--- config.mk ---
export PLATFORM = sky130hd
export DESIGN_NAME = switch_debounce
export DESIGN_NICKNAME = d
export VERILOG_FILES = /design/src/rtl/switch_debounce.sv
export SDC_FILE = /design/constraint.sdc
export NUM_CORES = 1
export LEC_CHECK = 0
export CORE_MARGIN = 5
export CORE_UTILIZATION = 60
export CTS_BUF_LIST = sky130_fd_sc_hd__clkbuf_2 sky130_fd_sc_hd__clkbuf_4 sky130_fd_sc_hd__clkbuf_8
export DETAILED_ROUTE_END_ITERATION = 8
export DONT_BUFFER_PORTS = 1
export PLACE_DENSITY = 0.76
export SLEW_MARGIN = 20
export SYNTH_ARGS = -nofsm -noshare
export SYNTH_HDL_FRONTEND = slang
export SYNTH_SLANG_ARGS = --single-unit
export TNS_END_PERCENT = 20
--- constraint.sdc ---
create_clock -name i_Clock -period 2.6 [get_ports i_Clock]
set_input_delay 0.52 -clock i_Clock [delete_from_list [all_inputs] [get_ports i_Clock]]
set_output_delay 0.52 -clock i_Clock [all_outputs]
set_load 0.1 [all_outputs]
--- src/rtl/switch_debounce.sv ---
// Push-switch debouncer: 2-flop synchronizer, 4-state stability FSM, press/release pulses.
// Optional long-press detector enabled by defining SWITCH_DEBOUNCE_LONG_PRESS_EN.
module switch_debounce #(
    parameter int unsigned DEBOUNCE_LIMIT   = 250000,
    parameter int unsigned LONG_PRESS_LIMIT = 25000000
) (
    input  logic i_Clock,
    input  logic i_Reset_n,
    input  logic i_Switch,
    output logic o_Switch,
    output logic o_Press,
    output logic o_Release,
    output logic o_Long_Press
);

    localparam int unsigned DB_CNT_W = $clog2(DEBOUNCE_LIMIT + 1);
    localparam logic [DB_CNT_W-1:0] DB_LAST = DB_CNT_W'(DEBOUNCE_LIMIT - 1);
    localparam logic [DB_CNT_W-1:0] DB_ONE  = DB_CNT_W'(1);

    typedef enum logic [1:0] {
        STABLE_LOW,
        WAIT_HIGH,
        STABLE_HIGH,
        WAIT_LOW
    } state_e;

    state_e              state_q, state_d;
    logic                sync1_q, sync0_q;
    logic [DB_CNT_W-1:0] db_cnt_q, db_cnt_d;
    logic                switch_q, switch_d;
    logic                press_q, press_d;
    logic                release_q, release_d;

    always_comb begin
        state_d   = state_q;
        db_cnt_d  = db_cnt_q;
        switch_d  = switch_q;
        press_d   = 1'b0;
        release_d = 1'b0;
        unique case (state_q)
            STABLE_LOW: begin
                switch_d = 1'b0;
                if (sync0_q) begin
                    state_d  = WAIT_HIGH;
                    db_cnt_d = DB_ONE;
                end
            end
            WAIT_HIGH: begin
                if (!sync0_q) begin
                    state_d  = STABLE_LOW;
                    db_cnt_d = '0;
                end else if (db_cnt_q == DB_LAST) begin
                    state_d  = STABLE_HIGH;
                    switch_d = 1'b1;
                    press_d  = 1'b1;
                    db_cnt_d = '0;
                end else begin
                    db_cnt_d = db_cnt_q + 1'b1;
                end
            end
            STABLE_HIGH: begin
                switch_d = 1'b1;
                if (!sync0_q) begin
                    state_d  = WAIT_LOW;
                    db_cnt_d = DB_ONE;
                end
            end
            WAIT_LOW: begin
                if (sync0_q) begin
                    state_d  = STABLE_HIGH;
                    db_cnt_d = '0;
                end else if (db_cnt_q == DB_LAST) begin
                    state_d   = STABLE_LOW;
                    switch_d  = 1'b0;
                    release_d = 1'b1;
                    db_cnt_d  = '0;
                end else begin
                    db_cnt_d = db_cnt_q + 1'b1;
                end
            end
            default: begin
                state_d  = STABLE_LOW;
                db_cnt_d = '0;
                switch_d = 1'b0;
            end
        endcase
    end

    always_ff @(posedge i_Clock) begin
        if (!i_Reset_n) begin
            sync1_q   <= 1'b0;
            sync0_q   <= 1'b0;
            state_q   <= STABLE_LOW;
            db_cnt_q  <= '0;
            switch_q  <= 1'b0;
            press_q   <= 1'b0;
            release_q <= 1'b0;
        end else begin
            sync1_q   <= i_Switch;
            sync0_q   <= sync1_q;
            state_q   <= state_d;
            db_cnt_q  <= db_cnt_d;
            switch_q  <= switch_d;
            press_q   <= press_d;
            release_q <= release_d;
        end
    end

    assign o_Switch  = switch_q;
    assign o_Press   = press_q;
    assign o_Release = release_q;

`ifdef SWITCH_DEBOUNCE_LONG_PRESS_EN
    localparam int unsigned LP_CNT_W = $clog2(LONG_PRESS_LIMIT + 1);
    localparam logic [LP_CNT_W-1:0] LP_LAST = LP_CNT_W'(LONG_PRESS_LIMIT - 1);
    localparam logic [LP_CNT_W-1:0] LP_MAX  = LP_CNT_W'(LONG_PRESS_LIMIT);

    logic [LP_CNT_W-1:0] long_cnt_q, long_cnt_d;
    logic                long_press_q, long_press_d;

    // Saturating at the limit gives exactly one pulse per hold, however long.
    always_comb begin
        long_cnt_d   = long_cnt_q;
        long_press_d = 1'b0;
        if (!switch_q) begin
            long_cnt_d = '0;
        end else if (long_cnt_q != LP_MAX) begin
            long_cnt_d   = long_cnt_q + 1'b1;
            long_press_d = (long_cnt_q == LP_LAST);
        end
    end

    always_ff @(posedge i_Clock) begin
        if (!i_Reset_n) begin
            long_cnt_q   <= '0;
            long_press_q <= 1'b0;
        end else begin
            long_cnt_q   <= long_cnt_d;
            long_press_q <= long_press_d;
        end
    end

    assign o_Long_Press = long_press_q;
`else
    // Constant 0; the limit is referenced only so the parameter stays part of the interface.
    assign o_Long_Press = 1'b0 && (LONG_PRESS_LIMIT >= 2);
`endif

endmodule

==> impl_results.md, run 1 <==
- Outcome: complete, no violations
- Detail Placement HPWL: 2.071 mm
- Most frequent cells in the layout: dfxtp_1, nand2_1, nor2_1
- Fin area: 0.001409 sq mm
- Share of cells above drive strength 1: 9.036%
- Critical Path RT: 2.82 ns
- CP Max Fanout: 12
- Initial Util: 61.68%
- Vias in the first global route: 1,158
- CP Cell Sequence: ha_1, inv_1, o21ai_0, o31a_1, o21ai_1, a211oi_1
- Worst Hold Slack: 0.3085 ns
- P&R area growth vs syn: 4.259%
- Clock buffer depth: 2
- Synthesized Nets: 173
- Final ANT Viol Nets: 0
- Tot GR Track Use: 18.69%
- CP peak stage delay: 0.54 ns
- Antenna violations before repair: 0
- Synth Area in Adders: 4.630%
- Leak Pwr: 0.4507 nW
- Ant diodes: 0
- Setup violations, final: 0
- Placed cell area: 0.001379 sq mm
- Multi-input logic area: 790.8 sq um
- Unique cell type count in the Yosys netlist: 43
- Worst Setup Path Type: reg -> reg
- Port Buffer Count: 0
- Gate Count Post-Synth: 165
- Critical Path AT: 2.63 ns
- H-tree Lvls: 1
- CTS buffer count: 3
- 1st-iter DRT viols: 65
- Filler Cells Inserted: 197
- Worst Setup End Kind: register
- Slew headroom: 63.34%
- Seq/Total Area, Yosys: 37.04%
- Commonest non-fill, non-tap cell in the layout: dfxtp_1
- Synthesized area per cell: 8.190 sq um
- VDD IR-drop max: 0.3649 mV
- Core ar.: 0.002191 sq mm
- Synthesis warning total: 0
- # nets final: 175
- GPL Wtd Cong: 0.8361
- # Post-CTS Setup Buffers: 0
- Routed via count: 1,223
- Setup_tns: 0 ns
- Compound-Gate Fraction of Synth Area: 13.98%
- Crit path launch type: register
- Gr ovfl total: 0
- WL final: 2.921 mm
- Clock-pin slew on the worst setup and hold paths: 0.13 ns
- Final slew viol count: 0
- DRC Markers: 0
- Ports: 7
- Clock sinks: 25
- Peak Freq: 415.1 MHz
- Slew @ Worst Pin: 0.5462 ns
- Tot Pwr: 0.0007010 W
- Largest net degree at the start of global routing: 22
- Syn Std Cell Area: 0.001351 sq mm
- Simple-gate portion of the synthesized area: 31.02%
- Clk_lat worst skew: 0.32 ns
- Die span in x: 57.46 um
- Setup Skew: 0.005978 ns
- First-pass DRT Iterations: 4
- Main combinational cell family by area after synthesis: simple AND/OR/NAND/NOR gates
- Maxcap violations: 0
- Mux share of post-synthesis cell area: 4.722%
- Die height: 57.46 um
- Hold_buf cts: 0
- HP Class: in -> reg
- Post-cts resize count: 0
- Fin crit period: 2.409 ns
- Synth Area in XOR/XNOR: 3.889%
- CP max-delay cell: o31a_1
- CTS tree: yes
- Via density: 6.304
- Clock tree root driver cell: clkbuf_4
- Sequential cell area: 500.5 sq um
- Die Footprint: 0.003301 sq mm
- Tcrit/Tclk final: 92.66%
- PD cells: 497.6 mW/mm^2
- Placement row count: 17
- RSZ-0062 raised after global routing: false
- Hold Fails Final Rpt: 0
- Avg WL per Cell: 15.06 um
- First-pass GRT wire length: 5.030 mm
- Synth Register Bits: 25
-- layer usage --
metal | global-route usage (%) | vias to the layer above | wire, um
met5 | 0 | - | 0
li1 | - | 596 | -
met1 | 25.24 | 561 | 1346
met3 | 3.167 | 7 | 247
met4 | 8.609 | 0 | 36
met2 | 28.87 | 59 | 1291
-- registers in the layout (all words and copies together) (netlist names), named ones only --
signal and cells:
sync0_q 1, o_Switch 1, db_cnt_q 18, state_q 1, o_Release 1, o_Press 1
sync1_q 1
-- cells in the mapped netlist (all sizes together) --
library cell | number | area share [%]
o21ai | 7 | 2.6
nand2b | 1 | 0.46
and3 | 3 | 1.4
a31oi | 4 | 1.9
o31a | 1 | 0.65
nand4b | 1 | 0.65
clkbuf | 5 | 1.4
nor4 | 2 | 0.93
a211oi | 1 | 0.56
nand3 | 11 | 4.4
nor4b | 2 | 1.3
a21oi | 7 | 2.6
or3 | 1 | 0.46
xnor2 | 2 | 1.3
nor2 | 18 | 5.0
o21a | 1 | 0.56
or2 | 1 | 0.46
mux2i | 4 | 3.9
xor2 | 4 | 2.6
o311ai | 1 | 0.65
buf | 2 | 1.4
inv | 6 | 1.7
mux2 | 1 | 0.83
nor4bb | 1 | 0.74
dfxtp | 25 | 37
o221a | 1 | 0.83
or4 | 5 | 3.1
nand2 | 20 | 5.6
conb | 1 | 0.28
nand4 | 6 | 2.8
o31ai | 2 | 1.1
o211a | 1 | 0.74
ha | 5 | 4.6
o21ba | 1 | 0.74
nand3b | 1 | 0.56
nor3 | 5 | 1.9
and2 | 3 | 1.4
o211ai | 2 | 1.1
-- kinds of logic (layout without fill, tap and decap cells) --
kind of cell	count (synthesis)	in the layout
AOI/OAI and AO/OA	29	29
adders and majority gates	5	5
and+or+nand+nor	81	81
other	1	1
muxes	5	5
xor gates and xnor gates	6	6
DFF	25	25
buffers and inverters	13	14
-- where the power goes --
group	switching, W	internal (W)
sequential	0.0000107	0.000392
combinational	0.0000807	0.0000324
clock	0.000114	0.0000705
total	0.000206	0.000495
-- per-stage QoR --
stage	std cells	utilization, %	setup slack, ns
2_1_floorplan	165	-	0.6080
3_3_place_gp	190	62.94	0.4201
3_5_place_dp	190	62.94	0.3346
4_1_cts	194	64.31	0.2821
5_1_grt	194	64.31	0.1055
6_report	194	64.31	0.1908
-- worst paths after layout --
| path | from | end | slack, ns | cells after the start |
|---|---|---|---|---|
| worst max-delay path | state_q[0] | db_cnt_q[14] | 0.19 | 6 |
| worst max register to register | state_q[0] | db_cnt_q[14] | 0.19 | 6 |
| worst min-delay path | i_Reset_n | sync1_q | 0.31 | 1 |
| worst min register to register | sync1_q | sync0_q | 0.46 | 1 |
-- critical path, delay by kind of cell, from the launching register on --
family | cells | cell delay (ns)
buffers and inverters | 1 | 0.07
DFF | 1 | 0.44
AOI/OAI and AO/OA | 4 | 1.56
adders and majority gates | 1 | 0.25
-- area by class of cell --
class | count | share of cell area, %
clock buffers | 4 | 2.131
repair buffers | 4 | 2.131
inverters | 6 | 1.599
multi-input cells | 127 | 56.13
well taps | 28 | 2.487
flip-flops and latches | 25 | 35.52
(Power assumes the default switching activity.)
==> inputs of run 2 (changes only) <==
Settings changed: PLACE_DENSITY 0.76 to 0.83.
==> run 2 against run 1 <==
Non-clock buffer count rose by 1. Cell area increased by 0.53%. Fmax increased by 5.0%.
==> impl_results.md, run 2 (synthesis results as in run 1) <==
- Ports: 7 (unchanged)
- R2R Path Start: state_q[0]
- Initial Util: 61.68% (unchanged)
- CP peak stage delay: 0.49 ns (-0.05 ns)
- DRC Markers: 0 (unchanged)
- WL final: 2.856 mm (-2.2%)
- First-pass DRT Iterations: 4 (unchanged)
- Worst hold start: i_Reset_n
- Detail Placement HPWL: 2.069 mm (about the same)
- Crit path launch type: register
- Post-route non-filler standard cell count: 195 (+0.52%)
- Peak Freq: 436.0 MHz (+5.0%)
- Flop pwr share: 57.4% (about the same)
- Hold endpoint: sync0_q
- Placement row count: 17 (unchanged)
- Worst R2R Setup Slack: 0.31 ns (+0.12 ns)
- Critical Path RT: 2.86 ns (+0.04 ns)
- CP max-delay cell: or4_1
- Fin crit period: 2.293 ns (-0.1157 ns)
- Share of cells above drive strength 1: 9.581% (+0.54 points)
- Clock-pin slew on the worst setup and hold paths: 0.13 ns (about the same)
- Setup violations, final: 0 (unchanged)
- Commonest non-fill, non-tap cell in the layout: dfxtp_1
- Most frequent cell on the critical path: inv_1
- CP top delay family: simple AND/OR/NAND/NOR gates
- Cell internal pwr: 0.0004958 W (about the same)
- 1st-iter DRT viols: 29 (-55%)
- Post-cts resize count: 0 (unchanged)
- P&R area growth vs syn: 4.815%
- Worst Hold Slack: 0.3038 ns (-0.004696 ns)
- Most frequent cells in the layout: dfxtp_1, nand2_1, nor2_1
- Critical Path AT: 2.55 ns (-0.08 ns)
- Max reg flops: 18 (unchanged)
- # Post-CTS Setup Buffers: 0 (unchanged)
- VDD IR-drop max: 0.3803 mV (+4.2%)
- Outcome: complete, no violations
- Filler Cells Inserted: 192 (-2.5%)
- Maxcap violations: 0 (unchanged)
- Clk_lat worst skew: 0.32 ns (about the same)
- Hold_buf cts: 0 (unchanged)
- Slew headroom: 66.40% (+3.1 points)
- Clock sinks: 25 (unchanged)
- Leak Pwr: 0.4561 nW (+1.2%)
- Antenna violations before repair: 0 (unchanged)
- Hold Path Depth: 1 (unchanged)
- Clock tree root driver cell: clkbuf_4
- Setup_tns: 0 ns (unchanged)
- # nets final: 176 (+0.57%)
- Largest net degree at the start of global routing: 22 (unchanged)
- Setup Skew: 0.004197 ns (-0.001781 ns)
- Slew @ Worst Pin: 0.4987 ns (-0.04754 ns)
- Tcrit/Tclk final: 88.21% (-4.5 points)
- Worst Setup Path Type: reg -> reg
- Via density: 6.215 (-1.4%)
- H-tree Lvls: 1 (unchanged)
- First-pass GRT wire length: 4.843 mm (-3.7%)
- Ant diodes: 0 (unchanged)
- Die Footprint: 0.003301 sq mm (unchanged)
- Fin area: 0.001416 sq mm (+0.53%)
- Hold Fails Final Rpt: 0 (unchanged)
- CP Max Fanout: 21 (+9)
- Die height: 57.46 um (unchanged)
- Net Switching: 0.0002057 W (about the same)
- Final slew viol count: 0 (unchanged)
- CTS tree: yes
- Clock buffer depth: 2 (unchanged)
- Worst r2r path cells: 7 (+1)
- Final ANT Viol Nets: 0 (unchanged)
- CP Cell Sequence: inv_1, ha_1, mux2_2, nor2_1, inv_1, or4_1, a31oi_1
- Placed cell count: 191 (+0.53%)
- HP Class: in -> reg
- Biggest register: db_cnt_q
- Die span in x: 57.46 um (unchanged)
- Core ar.: 0.002191 sq mm (unchanged)
- Comb power frac: 15.8% (-0.3 points)
- Port Buffer Count: 0 (unchanged)
- R2R Path End: db_cnt_q[10]
- Placed cell area: 0.001386 sq mm (+0.54%)
- RSZ-0062 raised after global routing: false
- CTS buffer count: 3 (unchanged)
- PD cells: 495.2 mW/mm^2 (-0.47%)
- Tot GR Track Use: 18.43% (-0.26 points)
- Worst Setup End Kind: register
- Avg WL per Cell: 14.65 um (-2.7%)
- Routed via count: 1,212 (-0.90%)
- CP Buf/Inv Count: 2 (+1)
- Vias in the first global route: 1,090 (-5.9%)
- Clk network pwr share: 26.8% (+0.4 points)
- GPL Wtd Cong: 0.8394 (+0.39%)
- Gr ovfl total: 0 (unchanged)
- Switch share: 29.32% (-0.031 points)
==> run 2: cell count changes in the layout (fill, tap and decap cells not counted), sizes merged <==
cell,delta
buf,+1
==> run 2: final cells by class <==
class / count / area (sq um) / share of cell area (%)
Inverter: 6 / 22.52 / 1.590
Clock buffer: 4 / 30.03 / 2.120
Tap cell: 28 / 35.03 / 2.473
Sequential cell: 25 / 500.5 / 35.34
Timing Repair Buffer: 5 / 37.54 / 2.650
Multi-Input combinational cell: 127 / 790.8 / 55.83
==> run 2: worst register-to-register path, cell delays in order (launching register included) <==
cell and delay [ns]:
dfxtp_1 0.44, inv_1 0.11, ha_1 0.26, mux2_2 0.44, nor2_1 0.25, inv_1 0.06
or4_1 0.49, a31oi_1 0.17
==> run 2: power by group through the flow <==
stage          clock network, W  registers [W]  logic (W)
2_1_floorplan                 0       0.000423  0.0000822
3_3_place_gp                  0       0.000410   0.000108
3_5_place_dp                  0       0.000411   0.000110
4_1_cts                0.000188       0.000402   0.000111
5_1_grt                0.000203       0.000405   0.000119
6_report               0.000188       0.000403   0.000111
==> run 2: through the flow <==
step | utilization (%) | power, W | setup WS [ns]
5_1_grt | 64.65 | 0.0007271 | 0.1157
2_1_floorplan | - | 0.0005051 | 0.6080
3_3_place_gp | 63.28 | 0.0005181 | 0.4361
3_5_place_dp | 63.28 | 0.0005211 | 0.3376
6_report | 64.65 | 0.0007014 | 0.3066
4_1_cts | 64.65 | 0.0007014 | 0.3129
==> run 2: metal layers <==
| metal | wire (um) | track usage, % |
|---|---|---|
| met1 | 1314 | 23.09 |
| met2 | 1408 | 31.61 |
| met3 | 83 | 2.715 |
| met4 | 50 | 6.954 |
| met5 | 0 | 0 |
==> run 2: how the worst max path moves through the flow <==
stage	startpoint	end	slack (ns)	cells after the start
5_1_grt	state_q[0]	db_cnt_q[10]	0.12	7
3_3_place_gp	state_q[0]	db_cnt_q[10]	0.44	7
2_1_floorplan	state_q[0]	db_cnt_q[16]	0.61	7
4_1_cts	state_q[0]	db_cnt_q[10]	0.31	7
6_report	state_q[0]	db_cnt_q[10]	0.31	7
3_5_place_dp	state_q[0]	db_cnt_q[15]	0.34	7
